[src/rtl/npu_cfg_uart_bridge.sv]
// npu_cfg_uart_bridge
//   Turns a byte stream from the chip UART receiver into single-beat
//   transactions on the NPU config bus. Responses (ACK, error, status or
//   four read-data bytes) go back out as bytes to the UART transmitter.
//
//   Frames (MSB first):
//     write : 57 ah al d3 d2 d1 d0  -> cfg_wr_en pulse, reply ACK_BYTE
//     read  : 52 ah al              -> cfg_rd_en pulse, reply d3 d2 d1 d0
//     status: 53                    -> reply {7'b0, halted}
//     other first byte or inter-byte idle of TIMEOUT cycles -> ERR_BYTE
//
// Ports
//   clk, rst_n          clock, asynchronous active-low reset
//   rx_data/valid/ready byte input stream (upstream stalls while rx_ready=0)
//   tx_data/valid/ready byte output stream
//   cfg_addr/wr_en/rd_en/wdata/rdata  NPU config bus
//   halted              NPU halted status, returned by the status frame
//   busy                a frame is in progress
//   err_count           saturating count of error frames
module npu_cfg_uart_bridge #(
  parameter int         RD_LAT   = 1,
  parameter int         TIMEOUT  = 100000,
  parameter logic [7:0] ACK_BYTE = 8'h4B,
  parameter logic [7:0] ERR_BYTE = 8'h45
) (
  input  logic        clk,
  input  logic        rst_n,
  input  logic [7:0]  rx_data,
  input  logic        rx_valid,
  output logic        rx_ready,
  output logic [7:0]  tx_data,
  output logic        tx_valid,
  input  logic        tx_ready,
  output logic [15:0] cfg_addr,
  output logic        cfg_wr_en,
  output logic        cfg_rd_en,
  output logic [31:0] cfg_wdata,
  input  logic [31:0] cfg_rdata,
  input  logic        halted,
  output logic        busy,
  output logic [7:0]  err_count
);

  localparam int TO_W = $clog2(TIMEOUT + 1);
  localparam logic [7:0] OP_WR = 8'h57;
  localparam logic [7:0] OP_RD = 8'h52;
  localparam logic [7:0] OP_ST = 8'h53;

  typedef enum logic [2:0] {IDLE, ADDR, DATA, EXEC, RDWAIT, RESP} state_t;

  state_t            state, state_next;
  logic              is_wr;
  logic [1:0]        byte_cnt;
  logic [15:0]       addr_sh;
  logic [31:0]       data_sh;
  logic [31:0]       resp_buf;   // outgoing bytes, current byte in [31:24]
  logic [2:0]        resp_left;
  logic [TO_W-1:0]   to_cnt;
  logic [2:0]        lat_cnt;
  logic              rx_fire, tx_fire, in_frame, timeout_hit;

  function automatic logic [7:0] sat_inc(input logic [7:0] v);
    return (v == 8'hFF) ? v : v + 8'd1;
  endfunction

  assign rx_ready  = (state == IDLE) || (state == ADDR) || (state == DATA);
  assign tx_valid  = (state == RESP);
  assign tx_data   = resp_buf[31:24];
  assign busy      = (state != IDLE);
  assign cfg_wr_en = (state == EXEC) && is_wr;
  assign cfg_rd_en = (state == EXEC) && !is_wr;

  assign rx_fire  = rx_valid && rx_ready;
  assign tx_fire  = tx_valid && tx_ready;
  assign in_frame = (state == ADDR) || (state == DATA);
  // A byte arriving in the expiry cycle takes priority over the timeout.
  assign timeout_hit = in_frame && !rx_fire && (to_cnt == TO_W'(TIMEOUT - 1));

  always_comb begin
    state_next = state;
    case (state)
      IDLE: if (rx_fire) begin
        if ((rx_data == OP_WR) || (rx_data == OP_RD)) state_next = ADDR;
        else                                          state_next = RESP;
      end
      ADDR: begin
        if (rx_fire && (byte_cnt == 2'd1)) state_next = is_wr ? DATA : EXEC;
        else if (timeout_hit)              state_next = RESP;
      end
      DATA: begin
        if (rx_fire && (byte_cnt == 2'd3)) state_next = EXEC;
        else if (timeout_hit)              state_next = RESP;
      end
      EXEC:   state_next = is_wr ? RESP : RDWAIT;
      RDWAIT: if (lat_cnt == 3'(RD_LAT)) state_next = RESP;
      RESP:   if (tx_fire && (resp_left == 3'd1)) state_next = IDLE;
      default: state_next = IDLE;
    endcase
  end

  always_ff @(posedge clk or negedge rst_n) begin
    if (!rst_n) begin
      state     <= IDLE;
      is_wr     <= 1'b0;
      byte_cnt  <= '0;
      addr_sh   <= '0;
      data_sh   <= '0;
      cfg_addr  <= '0;
      cfg_wdata <= '0;
      resp_buf  <= '0;
      resp_left <= '0;
      to_cnt    <= '0;
      lat_cnt   <= '0;
      err_count <= '0;
    end else begin
      state <= state_next;

      if (rx_fire || !in_frame) to_cnt <= '0;
      else                      to_cnt <= to_cnt + 1'b1;

      case (state)
        IDLE: if (rx_fire) begin
          is_wr    <= (rx_data == OP_WR);
          byte_cnt <= '0;
          if (rx_data == OP_ST) begin
            resp_buf  <= {7'b0, halted, 24'h0};
            resp_left <= 3'd1;
          end else if ((rx_data != OP_WR) && (rx_data != OP_RD)) begin
            resp_buf  <= {ERR_BYTE, 24'h0};
            resp_left <= 3'd1;
            err_count <= sat_inc(err_count);
          end
        end
        ADDR: begin
          if (rx_fire) begin
            addr_sh  <= {addr_sh[7:0], rx_data};
            byte_cnt <= (byte_cnt == 2'd1) ? 2'd0 : byte_cnt + 2'd1;
            // Reads go straight to EXEC, so the bus address is loaded here.
            if ((byte_cnt == 2'd1) && !is_wr) cfg_addr <= {addr_sh[7:0], rx_data};
          end else if (timeout_hit) begin
            resp_buf  <= {ERR_BYTE, 24'h0};
            resp_left <= 3'd1;
            err_count <= sat_inc(err_count);
          end
        end
        DATA: begin
          if (rx_fire) begin
            data_sh  <= {data_sh[23:0], rx_data};
            byte_cnt <= byte_cnt + 2'd1;
            if (byte_cnt == 2'd3) begin
              cfg_addr  <= addr_sh;
              cfg_wdata <= {data_sh[23:0], rx_data};
            end
          end else if (timeout_hit) begin
            resp_buf  <= {ERR_BYTE, 24'h0};
            resp_left <= 3'd1;
            err_count <= sat_inc(err_count);
          end
        end
        EXEC: begin
          if (is_wr) begin
            resp_buf  <= {ACK_BYTE, 24'h0};
            resp_left <= 3'd1;
          end
          lat_cnt <= 3'd1;
        end
        RDWAIT: begin
          // Capture on the RD_LAT-th RDWAIT cycle, when read data is valid.
          if (lat_cnt == 3'(RD_LAT)) begin
            resp_buf  <= cfg_rdata;
            resp_left <= 3'd4;
          end else begin
            lat_cnt <= lat_cnt + 3'd1;
          end
        end
        RESP: if (tx_fire) begin
          resp_buf  <= {resp_buf[23:0], 8'h00};
          resp_left <= resp_left - 3'd1;
        end
        default: ;
      endcase
    end
  end

endmodule

[config.mk]
export PLATFORM = sky130hd
export DESIGN_NAME = npu_cfg_uart_bridge
export DESIGN_NICKNAME = d
export VERILOG_FILES = /design/src/rtl/npu_cfg_uart_bridge.sv
export SDC_FILE = /design/constraint.sdc
export NUM_CORES = 1
export LEC_CHECK = 0
export BUFFER_PORTS_ARGS = -buffer_cell sky130_fd_sc_hd__buf_2
export CAP_MARGIN = 30
export CORE_MARGIN = 3
export CORE_UTILIZATION = 57
export DETAILED_ROUTE_END_ITERATION = 7
export GPL_TIMING_DRIVEN = 0
export PLACE_DENSITY = 0.8
export SLEW_MARGIN = 20
export SYNTH_ARGS = -nofsm -noshare
export SYNTH_HDL_FRONTEND = slang
export SYNTH_SLANG_ARGS = --single-unit
[constraint.sdc]
create_clock -name clk -period 2.85 [get_ports clk]
set_input_delay 0.1425 -clock clk [delete_from_list [all_inputs] [get_ports clk]]
set_output_delay 0.1425 -clock clk [all_outputs]
set_load 0.1 [all_outputs]
==> results of run 1 <==
## state kept, by name, summed over array words and instances (netlist names), 2 cells and up
| name | flops |
|---|---|
| byte_cnt | 2 |
| lat_cnt | 3 |
| addr_sh | 16 |
| cfg_wdata | 32 |
| data_sh | 24 |
| err_count | 8 |
| state | 3 |
| cfg_addr | 16 |
| resp_buf | 32 |
| to_cnt | 17 |
| resp_left | 3 |
## synth_stat cells (all sizes together) (6+ instances only)
| cell type | count | area (sq um) |
|---|---|---|
| a22o | 21 | 184 |
| mux2 | 97 | 1160 |
| nand2b | 7 | 43.8 |
| xor2 | 11 | 96.3 |
| nand2 | 48 | 180 |
| inv | 21 | 78.8 |
| o21ai | 26 | 130 |
| and3 | 8 | 50.1 |
| mux2i | 29 | 290 |
| buf | 25 | 191 |
| xnor2 | 11 | 96.3 |
| nand3 | 15 | 75.1 |
| clkbuf | 14 | 52.6 |
| a21oi | 12 | 60.1 |
| nor2 | 32 | 123 |
| dfrtp | 157 | 3930 |
| ha | 9 | 113 |
| nor2b | 6 | 37.5 |
## final timing paths
kind,startpoint,end,slack (ns)
max,state[1]$_DFFE_PN0P_,tx_valid,0.22
min,rx_data[7],addr_sh[7]$_DFFE_PN0P_,0.04
max reg2reg,to_cnt[0]$_DFF_PN0_,resp_buf[15]$_DFFE_PN0P_,0.39
min reg2reg,lat_cnt[2]$_DFFE_PN0P_,lat_cnt[2]$_DFFE_PN0P_,0.48
max in group asynchronous,rst_n,to_cnt[4]$_DFF_PN0_,1.81
min in group asynchronous,rst_n,addr_sh[0]$_DFFE_PN0P_,0.26
## per-stage QoR
step / TNS, ns / hold WS [ns]
2_1_floorplan: 0 / -0.153
3_3_place_gp: -79.19 / 0.386
3_5_place_dp: 0 / 0.133
4_1_cts: 0 / 0.0147
5_1_grt: 0 / 0.0274
6_report: 0 / 0.0449
## cell families after synthesis
family,count (synthesis),share of synthesized area
and+or+nand+nor,142,0.0969
AOI/OAI and AO/OA,82,0.0778
adders and majority gates,9,0.0155
buffers and inverters,60,0.0443
muxes,126,0.200
DFF,157,0.539
xor gates and xnor gates,22,0.0265
## power by group through the flow
stage | Sequential (mW) | Combinational (mW) | Clock (mW)
after floorplan | 4.05 | 2.44 | 0
after global placement | 3.13 | 3.97 | 0
after detailed placement | 3.18 | 4.10 | 0
after CTS | 3.15 | 4.13 | 2.46
after global routing | 3.22 | 4.36 | 2.56
final | 3.15 | 4.13 | 2.43
## cells in the final DEF, fill, tap and decap left out, types with 2 or more instances in the layout
cell	n
nor2_1	31
xor2_1	11
o211ai_1	2
a22oi_1	2
ha_1	9
buf_2	122
and3_1	8
mux2_2	78
o21ai_0	26
buf_1	2
nor3b_1	2
bufinv_16	4
or3_1	3
nor3_1	3
inv_1	21
o31ai_1	2
dlygate4sd3_1	9
a22o_1	21
nand2b_1	7
nor2b_1	6
nand3b_1	2
a21oi_1	11
buf_6	3
xnor2_1	11
nand3_1	15
nand2_1	48
mux2_4	19
clkinvlp_4	4
clkbuf_8	2
buf_12	2
dfrtp_1	157
mux2i_1	29
nand4_1	5
buf_4	8
a31oi_1	5
clkbuf_16	17
a32o_1	2
inv_6	2
clkbuf_1	15
## worst max-delay path, cell delays in order (launching register included)
cell	delay, ns
dfrtp_1	0.36
buf_2	0.18
nand2b_1	0.29
nor2_1	0.29
clkbuf_1	0.42
buf_2	0.52
## area by class of cell
class / instances / area (sq um) / share of cell area
buffer: 39 / 244 / 0.0276
clock buffer: 20 / 457 / 0.0517
clock inverter: 12 / 184 / 0.0208
inverter: 21 / 78.8 / 0.00892
multi-input combinational: 381 / 3040 / 0.344
sequential: 157 / 3930 / 0.445
tap: 168 / 210 / 0.0238
timing repair buffer: 124 / 698 / 0.0790
## routing by layer
metal  vias up  share of wire
met3        40          0.048
met1      2591           0.43
met2       165           0.49
li1       2384              -
met4         0          0.024
met5         -              0
## timing repair
| action | CTS | global route |
|---|---|---|
| endpoints found under the setup margin | 0 | 0 |
| hold buffers | 9 | 0 |
| endpoints found under the hold margin | 75 | 0 |
==> metrics list, run 1 <==
* Pin count of the biggest net entering global routing: 91
- Leakage: 4.37 nW
- Number of H-tree branching levels: 4
* Type of the worst setup path: reg -> out
- In the global route stage, met3 resource usage came out at 0.0522.
- Of the cells placed in the final design, the portion with a size suffix greater than 1 is 0.361.
* Total of buffers placed on input and output ports: 113
* Global-route track usage on met2: 0.377
* Non-filler instance count after layout: ~900
- Share of flip-flops with an asynchronous set or reset after synthesis: 1.00
- The clock period could shrink to between 2 and 3 ns.
- Top FF cell, synth: dfrtp_1
* Total Die Area: roughly 14000 sq um
- Counting cells, the worst reg-to-reg path comes to 8.
* Share of total power in combinational logic: 0.425
- Total routed wirelength: 15800 um
* Clock transition at the registers of the reported paths: 0.06 ns
- Via count: 5180
* Power share of the clock group: 0.250
- Met1 track utilization from global routing: 0.302
- The synthesized design contains around 160 register bits.
- Util after Layout: 0.721
- After routing the design area is 8840 sq um.
* Fill count: 822
* Nets@finish: between 700 and 800
- Global-route wire length before repair: approximately 26000 um
* Critical path data arrival time: around 2.5 ns
- The number of nets in the synthesized netlist is between 600 and 700.
* Root Buffer: clkbuf_16
- Routability-driven placement congestion ratio: ~0.82
- Area growth from synthesis to layout: 21.3%
* RSZ-0062 raised after global routing: no
* Initial standard-cell utilization of the core: 0.594
- The run finished with clean final reports.
- Worst IR Drop VDD: 1240 uV
- The number of antenna diodes in the final layout is 0.
- Mapped Avg Cell Area: 12.2 sq um
* Detail-routed via count per cell: 5.62
- around 110 I/O pins were placed.
- PnR worst setup slack: approximately 0.22 ns
* Synth unique cells: 55
- Cell internal power was estimated by the tool at 5.68 mW.
- Clock latency reported for the late side of the worst-skew pair: about 0.42 ns
* Instance area at placement: 8100 sq um
- Across every metal layer, demand over resource in global routing totals 0.232.
- Max Clock Skew: 0.00799 ns
* Synthesized cell area: 7280 sq um
- Based on the critical path, the design can be clocked at up to approximately 0.38 GHz.
- Tot Pwr: slightly below 10 mW
- Final Cycle Share: 0.924
* Cells after DPL: slightly below 900
* Sink Count: 157
- Wire length per cell: 17.1 um
* Critical path peak fanout: 10
* Sequential Power Share: 0.325
* Total core area: 12300 sq um
* Nature of the critical path startpoint: flop
- TritonCTS built the clock tree.
* Count of final setup violators: 0
- Count of nets left with antenna violations after detail routing: 0
- For this run, the detailed router's first-pass iteration total came to 5.
* Longest Clk Path Bufs: 2
* Pwr dens: 1100 nW/um^2
* Sw frac: 0.415
- Die Height: 119 um
- The initial antenna violation count is 0.
* Detailed placer's ending HPWL: 11100 um
* Row count: 40
- Measured along the x axis, the die boundary spans 119 um.
* Number of enable flip-flop cells after synthesis: 0
- Measured slew at the worst slew-check pin: 0.692 ns
* Grt peak-use layer: met2
- Capturing element type of the critical path: output pin
- Total global routing overflow: 0
- Count of yosys warnings during synthesis: 0
- Number of buffers inserted during clock tree synthesis: 17
- Timing analysis after detailed placement gives a worst setup slack of 0.363 ns.
* CP required: 2.71 ns
* Count of cells resized by post-cts repair: 0
- The path class of the tightest hold or removal check is in -> reg.
- Hold depth: 2
* Count of unresolved DRC violations after routing: 0
- Final count of pins violating max slew: 0
- The via count of the first global-routing pass was 5321.
* Switching power total: around 4.0 mW
- Synthesized netlist cell count: approximately 600
- Final hold violations: 0
* Rel. slew slack: 0.537
- Starting DRC count in detailed routing: 374
* Setup bufs post-CTS: 0
- Of the synthesized area, sequential elements account for 0.539.
- Reported max-cap violation count: 0
(Power assumes the default switching activity.)
==> inputs of run 2 (changes only) <==
ABC_AREA = 1   (was not set)
SLEW_MARGIN = 40   (was 20)
==> run 2 against run 1 <==
Sequential power grew 3%; highest routed layer is now met5; register-to-register slack gained 0.25 ns; utilization shrank 1.8 points; area after synthesis grew 3.0%; sequential share of layout area shrank 0.52 points.
==> metrics list, run 2 <==
* Fill count: 1079
- Routability-driven placement congestion ratio: 0.858
- For this run, asynchronously set or reset flops after synthesis account for 1.00.
- From left edge to right edge, the die measures roughly 120 um.
- Fraction of final layout cells with drive strength greater than 1: 0.189
* Pre-antenna DRT Iters: 5
* Count of nets left with antenna violations after detail routing: 0
* Starting DRC count in detailed routing: 495
* Detail-routed via count per cell: 5.16
- The critical path in this run is classified as reg -> out.
- Nature of the critical path startpoint: flop
- Dividing the detail-routed wire length by the instance count gives roughly 14 um.
- The flow ran to the end, and the final reports show no timing, DRC or antenna violations.
- The synthesized design spends more area on one cell type than any other, namely dfrtp_1.
- CTS built an H-tree with a depth of 4.
* Leading cell types by total area after synthesis: dfrtp_1, nand2_1, o21ai_0
* Count of unresolved DRC violations after routing: 0
* Total Routing Usage GR: 0.250
- STA puts the critical path data required time at 2.71 ns.
- In this run the power density over the cells is 1100 nW/um^2.
* Sink Count: 157
- PnR worst setup slack: 0.535 ns
* Pre-CTS WS: 0.685 ns
- Longest Clk Path Bufs: 2
- Worst IR Drop VDD: 566 uV
- Root Buffer: clkbuf_16
* Synth unique cells: 31
* Total core area: 12700 sq um
- Detailed placer's ending HPWL: 12400 um
* Max Clock Skew: 0.0123 ns
- Biggest registers after layout: cfg_wdata: 32 flops, resp_buf: 32 flops, data_sh: 24 flops
- For the pin with the worst max-slew slack, the measured transition is 0.525 ns.
- Setup bufs post-CTS: 0
- Most frequently used cell type in the post-synthesis netlist: nand2_1
- Worst hold-check path type: in -> reg
- Number of antenna violations at the first check in global routing: 1
- Once placement finished, the instance area stood at 8350 sq um.
- Area growth from synthesis to layout: 19.2%
- Of the post-synthesis cell area, the dominant cell type holds 0.524.
- The synthesized netlist occupies a cell area of 7500 sq um.
- Setup violations remaining at the end of the flow were counted as 0.
- Total of buffers placed on input and output ports: 113
- Clock latency reported for the late side of the worst-skew pair: roughly 0.43 ns
- Number of enable flip-flop cells after synthesis: 0
- The commonest cells after synthesis are nand2_1, dfrtp_1, o21ai_0.
- The floorplan has 41 rows.
- Tot Pwr: between 9 and 10 mW
* RSZ-0062 raised after global routing: no
- In the layout the commonest cells are nand2_1, dfrtp_1, buf_2.
- Final count of pins violating max slew: 0
- Number of buffers inserted during clock tree synthesis: 17
* Share of the yosys chip area belonging to registers: 0.524
* Total global routing overflow: 0
- Synthesized netlist cell count: 932
- The first global-routing pass estimated 29000 um of wire.
- Reported max-cap violation count: 0
* Critical path data arrival time: 2.17 ns
* TritonCTS clock tree: done
- Of the available clock period, the critical path in the final layout requires 0.812.
- Count of cells resized by post-cts repair: 0
- Number of top-level pins: 114
* Leading cell type in the layout, fill and taps excluded: nand2_1
- Entering global routing, the biggest net connects just under 70 pins.
- The die is between 100 and 150 um tall.
- Top FF cell, synth: dfrtp_1
- Worst-case hold slack: 0.0145 ns
- Total Die Area: 14600 sq um
- The via count of the first global-routing pass was 6125.
* Rel. slew slack: 0.652
* Capturing element type of the critical path: output pin
- Critical path peak fanout: 10
* Via count: 6483
- Total routed wirelength: ~17000 um
- Derived from the worst setup path, the maximum achievable clock frequency is 0.432 GHz.
- Synth Register Bits: approximately 160
* Clock transition at the registers of the reported paths: 0.06 ns
* Count of yosys warnings during synthesis: 0
- Mapped Avg Cell Area: 8.05 sq um
- The finished cells cover 8940 sq um.
* Nets@finish: 1125
- Minimum clock period: 2.32 ns
- Final hold violations: 0
- Initial standard-cell utilization of the core: 0.590
* Post-Synthesis Net Count: 986
* N_diodes: 0
- Leakage: 4.81 nW
## run 2: critical path, cell delays in order (launching register included)
cell     delay, ns
dfrtp_1       0.38
buf_2         0.23
nand3_1       0.24
inv_1         0.18
buf_2         0.24
buf_2         0.46
## run 2: power breakdown
part	switching, mW	internal, mW	total (mW)
Sequential	0.371	2.89	3.26
Combinational	3.47	1.06	4.53
Clock	0.934	1.13	2.06
## run 2: kinds of logic (layout without fill, tap and decap cells)
kind of cell | count (synthesis) | count (layout) | share of synthesized area
mux | 10 | 10 | 0.0150
fa+ha+maj | 9 | 9 | 0.0150
compound gates | 112 | 112 | 0.0764
simple gates | 499 | 499 | 0.281
flops | 157 | 157 | 0.524
xor+xnor | 11 | 11 | 0.0128
buf+inv | 134 | 286 | 0.0757
## run 2: per-layer routing
layer  vias up  GRT usage  share of wire
li1       3256          -              -
met1      3025      0.329           0.43
met2       171      0.414           0.49
met3        29     0.0458          0.056
met4         2     0.0928          0.021
met5         -          0        0.00040
## run 2: stage by stage
stage	TNS, ns	std cells	utilization
after CTS	0	1256	0.703
after global routing	0	1256	0.703
after global placement	-100.68	1217	0.651
final	0	1256	0.703
after detailed placement	0	1219	0.656
after floorplan	0	932	-
## run 2: worst paths after layout
path | start | depth (start not counted) | end | slack, ns
worst max register to register | to_cnt[0]$_DFF_PN0_ | 9 | resp_buf[31]$_DFFE_PN0P_ | 0.64
min in group asynchronous | rst_n | 2 | cfg_wdata[29]$_DFFE_PN0P_ | 0.17
worst min-delay path | rx_data[7] | 3 | data_sh[7]$_DFFE_PN0P_ | 0.01
worst min register to register | cfg_addr[8]$_DFFE_PN0P_ | 2 | cfg_addr[8]$_DFFE_PN0P_ | 0.47
worst max-delay path | state[2]$_DFFE_PN0P_ | 5 | tx_valid | 0.53
max in group asynchronous | rst_n | 3 | resp_buf[27]$_DFFE_PN0P_ | 2.10
## run 2: what timing repair did
item                                   4_1_cts  5_1_grt
hold buffers                                 5        0
endpoints found under the hold margin      163        0
setup endpoints to repair                    0        0
## run 2: final cells by class
cell class	count	area [sq um]	share of cell area
Clock inverter	14	110	0.0123
Multi-Input combinational cell	641	3010	0.337
Inverter	89	334	0.0374
Sequential cell	157	3930	0.439
Timing Repair Buffer	120	681	0.0761
Clock buffer	18	429	0.0480
Tap cell	172	215	0.0241
Buffer	45	234	0.0262
==> inputs of run 3 (changes only) <==
clock period = 2.3 ns   (was 2.85 ns; I/O delays follow)
==> run 3 against run 2 <==
Register-to-register slack worse by 0.43 ns; flip-flop and latch count unchanged; critical endpoint unchanged; clock power up 36%; sequential power up 24%; power up 27%; hold slack about the same; non-clock buffer count up 2; sequential share of layout area down 0.46 points; clock skew down 0.0047 ns.
==> metrics list, run 3 (synthesis results as in run 2) <==
- Max stage delay on crit path: 0.39 ns
- Critical path data arrival time: between 2 and 2.5 ns
* Clock latency reported for the late side of the worst-skew pair: 0.43 ns
* Max Clock Skew: 0.00763 ns
- Final count of pins violating max slew: 0
- Run status: complete, no violations
- Routability-driven placement congestion ratio: 0.864
* Cells after DPL: 1219
- Capturing element type of the critical path: output pin
* Cell with the largest stage delay on the worst path: dfrtp_1
* Worst-case register-to-register setup slack: 0.21 ns
- At the pin with the least slew margin, the transition time is 0.504 ns.
- Total Die Area: 14600 sq um
- Overall power consumption after layout is estimated at 12.5 mW.
* Count of nets left with antenna violations after detail routing: 0
* Final hold violations: 0
* Crit-path cells: buf_2 -> nand3_1 -> inv_1 -> buf_2 -> buf_6
- Die extent in x: approximately 120 um
- Input and output buffers added on the ports amount to 113.
- The number of antenna diodes in the final layout is 0.
- For the worst setup path, the data required time is 2.18 ns.
* Detail-routed via count per cell: 5.35
- Number of antenna violations at the first check in global routing: 1
- The floorplan has 41 rows.
- Count of unresolved DRC violations after routing: 0
* Total Negative Setup Slacks: 0 ns
* Total global routing overflow: 0
* Hold depth: 5
* Number of buffers inserted during clock tree synthesis: 17
- STA classifies the critical path startpoint as a flop.
- Of the cells placed in the final design, the portion with a size suffix greater than 1 is 0.190.
* Fill count: between 1000 and 1500
- Headroom to the max-slew limit came out at 0.663.
- The net count of the finished layout is 1127.
- Compared with the post-synthesis result, the final layout area differs by 20.4%.
* Sink Count: 157
- TritonCTS built the clock tree.
- Number of cell instances on the worst register-to-register path: 8
- By startpoint and endpoint, the worst setup path is classified as reg -> out.
* Worst IR Drop VDD: 826 uV
- The pre-antenna-repair detailed-routing pass consisted of 6 iterations.
- Total routed wirelength: approximately 18000 um
- Count of final setup violators: 0
* Die Height: ~120 um
- Total core area: approximately 13000 sq um
* Launch instance of the worst register-to-register path: state[1]$_DFFE_PN0P_
- Source of the worst hold timing path: cfg_rdata[1]
* Non-filler instance count after layout: 1258
* Root Buffer: clkbuf_16
- Via count of the first global-routing pass: ~6300
* Via count: 6726
- At the end of the flow the core is filled with cells to 0.710.
- The initial utilization of the core area, before any placement, comes to 0.590.
- Dividing the detail-routed wire length by the instance count gives ~14 um.
- The library cell used most frequently in the layout, excluding fill and tap cells, is nand2_1.
- Biggest registers after layout: cfg_wdata: 32 flops, resp_buf: 32 flops, data_sh: 24 flops
* Longest Clk Path Bufs: 2
- Starting DRC count in detailed routing: 486
* Minimum clock period: 2.16 ns
* Hold Crit Endpoint: resp_buf[1]$_DFFE_PN0P_
* Number of H-tree branching levels: 4
- In the layout the commonest cells are nand2_1, dfrtp_1, buf_2.
- In the global route stage, overall resource usage came out at 0.263.
- Dividing the final minimum period by the clock period gives 0.937.
- Worst-case hold slack: about 0.015 ns
- Pin count of the biggest net entering global routing: 69
* Worst hold-check path type: in -> reg
- Based on the critical path, the design can be clocked at up to between 0.4 and 0.5 GHz.
- Pin placement for this block handled roughly 110 I/O pins.
- Detailed placement ended at an HPWL of 12700 um.
- RSZ-0062 raised after global routing: no
- In this run the critical register-to-register path is captured at resp_buf[29]$_DFFE_PN0P_.
* Cell mode on critical path: buf_2
* Leakage: 4.85 nW
- Pwr dens: 1390 nW/um^2
- Critical path peak fanout: 10
- Clock transition at the registers of the reported paths: 0.06 ns
* Reported max-cap violation count: 0
- Global-route wire length before repair: about 30000 um
## run 3: report_power, final
part           internal [mW]  switching (mW)  leakage, nW
Sequential              3.58           0.466         2.04
Clock                   1.66            1.16        0.295
Combinational           1.34            4.35         2.51
## run 3: repair_timing
action,CTS,global route
hold buffers,7,0
hold endpoints to repair,170,0
endpoints found under the setup margin,1,32
resized for setup,1,2
setup buffers,0,0
pin swaps,0,0
## run 3: routing by layer
layer	wire length (um)	vias to the layer above	GRT usage	part of all wire
met2	8860	249	0.433	0.49
met5	13	-	0	0.00072
li1	-	3255	-	-
met3	1180	47	0.0510	0.065
met4	478	2	0.101	0.026
met1	7590	3173	0.346	0.42
## run 3: how the worst max path moves through the flow
stage,start,end,cells after the start
after floorplan,state[2]$_DFFE_PN0P_,err_count[5]$_DFFE_PN0P_,8
after global placement,rst_n,to_cnt[0]$_DFF_PN0_,1
after detailed placement,to_cnt[0]$_DFF_PN0_,resp_buf[29]$_DFFE_PN0P_,9
after CTS,state[2]$_DFFE_PN0P_,tx_valid,5
after global routing,rx_data[7],resp_buf[15]$_DFFE_PN0P_,12
final,state[2]$_DFFE_PN0P_,tx_valid,5
## run 3: critical path, delay by kind of cell (launching register included)
kind,cells,cell delay (ns)
flops,1,0.39
buf+inv,4,0.95
simple gates,1,0.27
## run 3: area by class of cell
cell class / count / area [sq um] / area share
buffer: 45 / 234 / 0.0259
clock buffer: 19 / 443 / 0.0490
clock inverter: 13 / 155 / 0.0172
inverter: 89 / 334 / 0.0370
multi-input combinational: 641 / 3020 / 0.334
sequential: 157 / 3930 / 0.435
tap: 172 / 215 / 0.0238
timing repair buffer: 122 / 707 / 0.0782
## run 3: through the flow
step | cell area, sq um | setup slack, ns
floorplan | 7510 | 0.145
global placement | 8290 | -1.20
detailed placement | 8360 | 0.122
CTS | 9030 | 0.101
global route | 9040 | 0.0161
finish | 9040 | 0.145
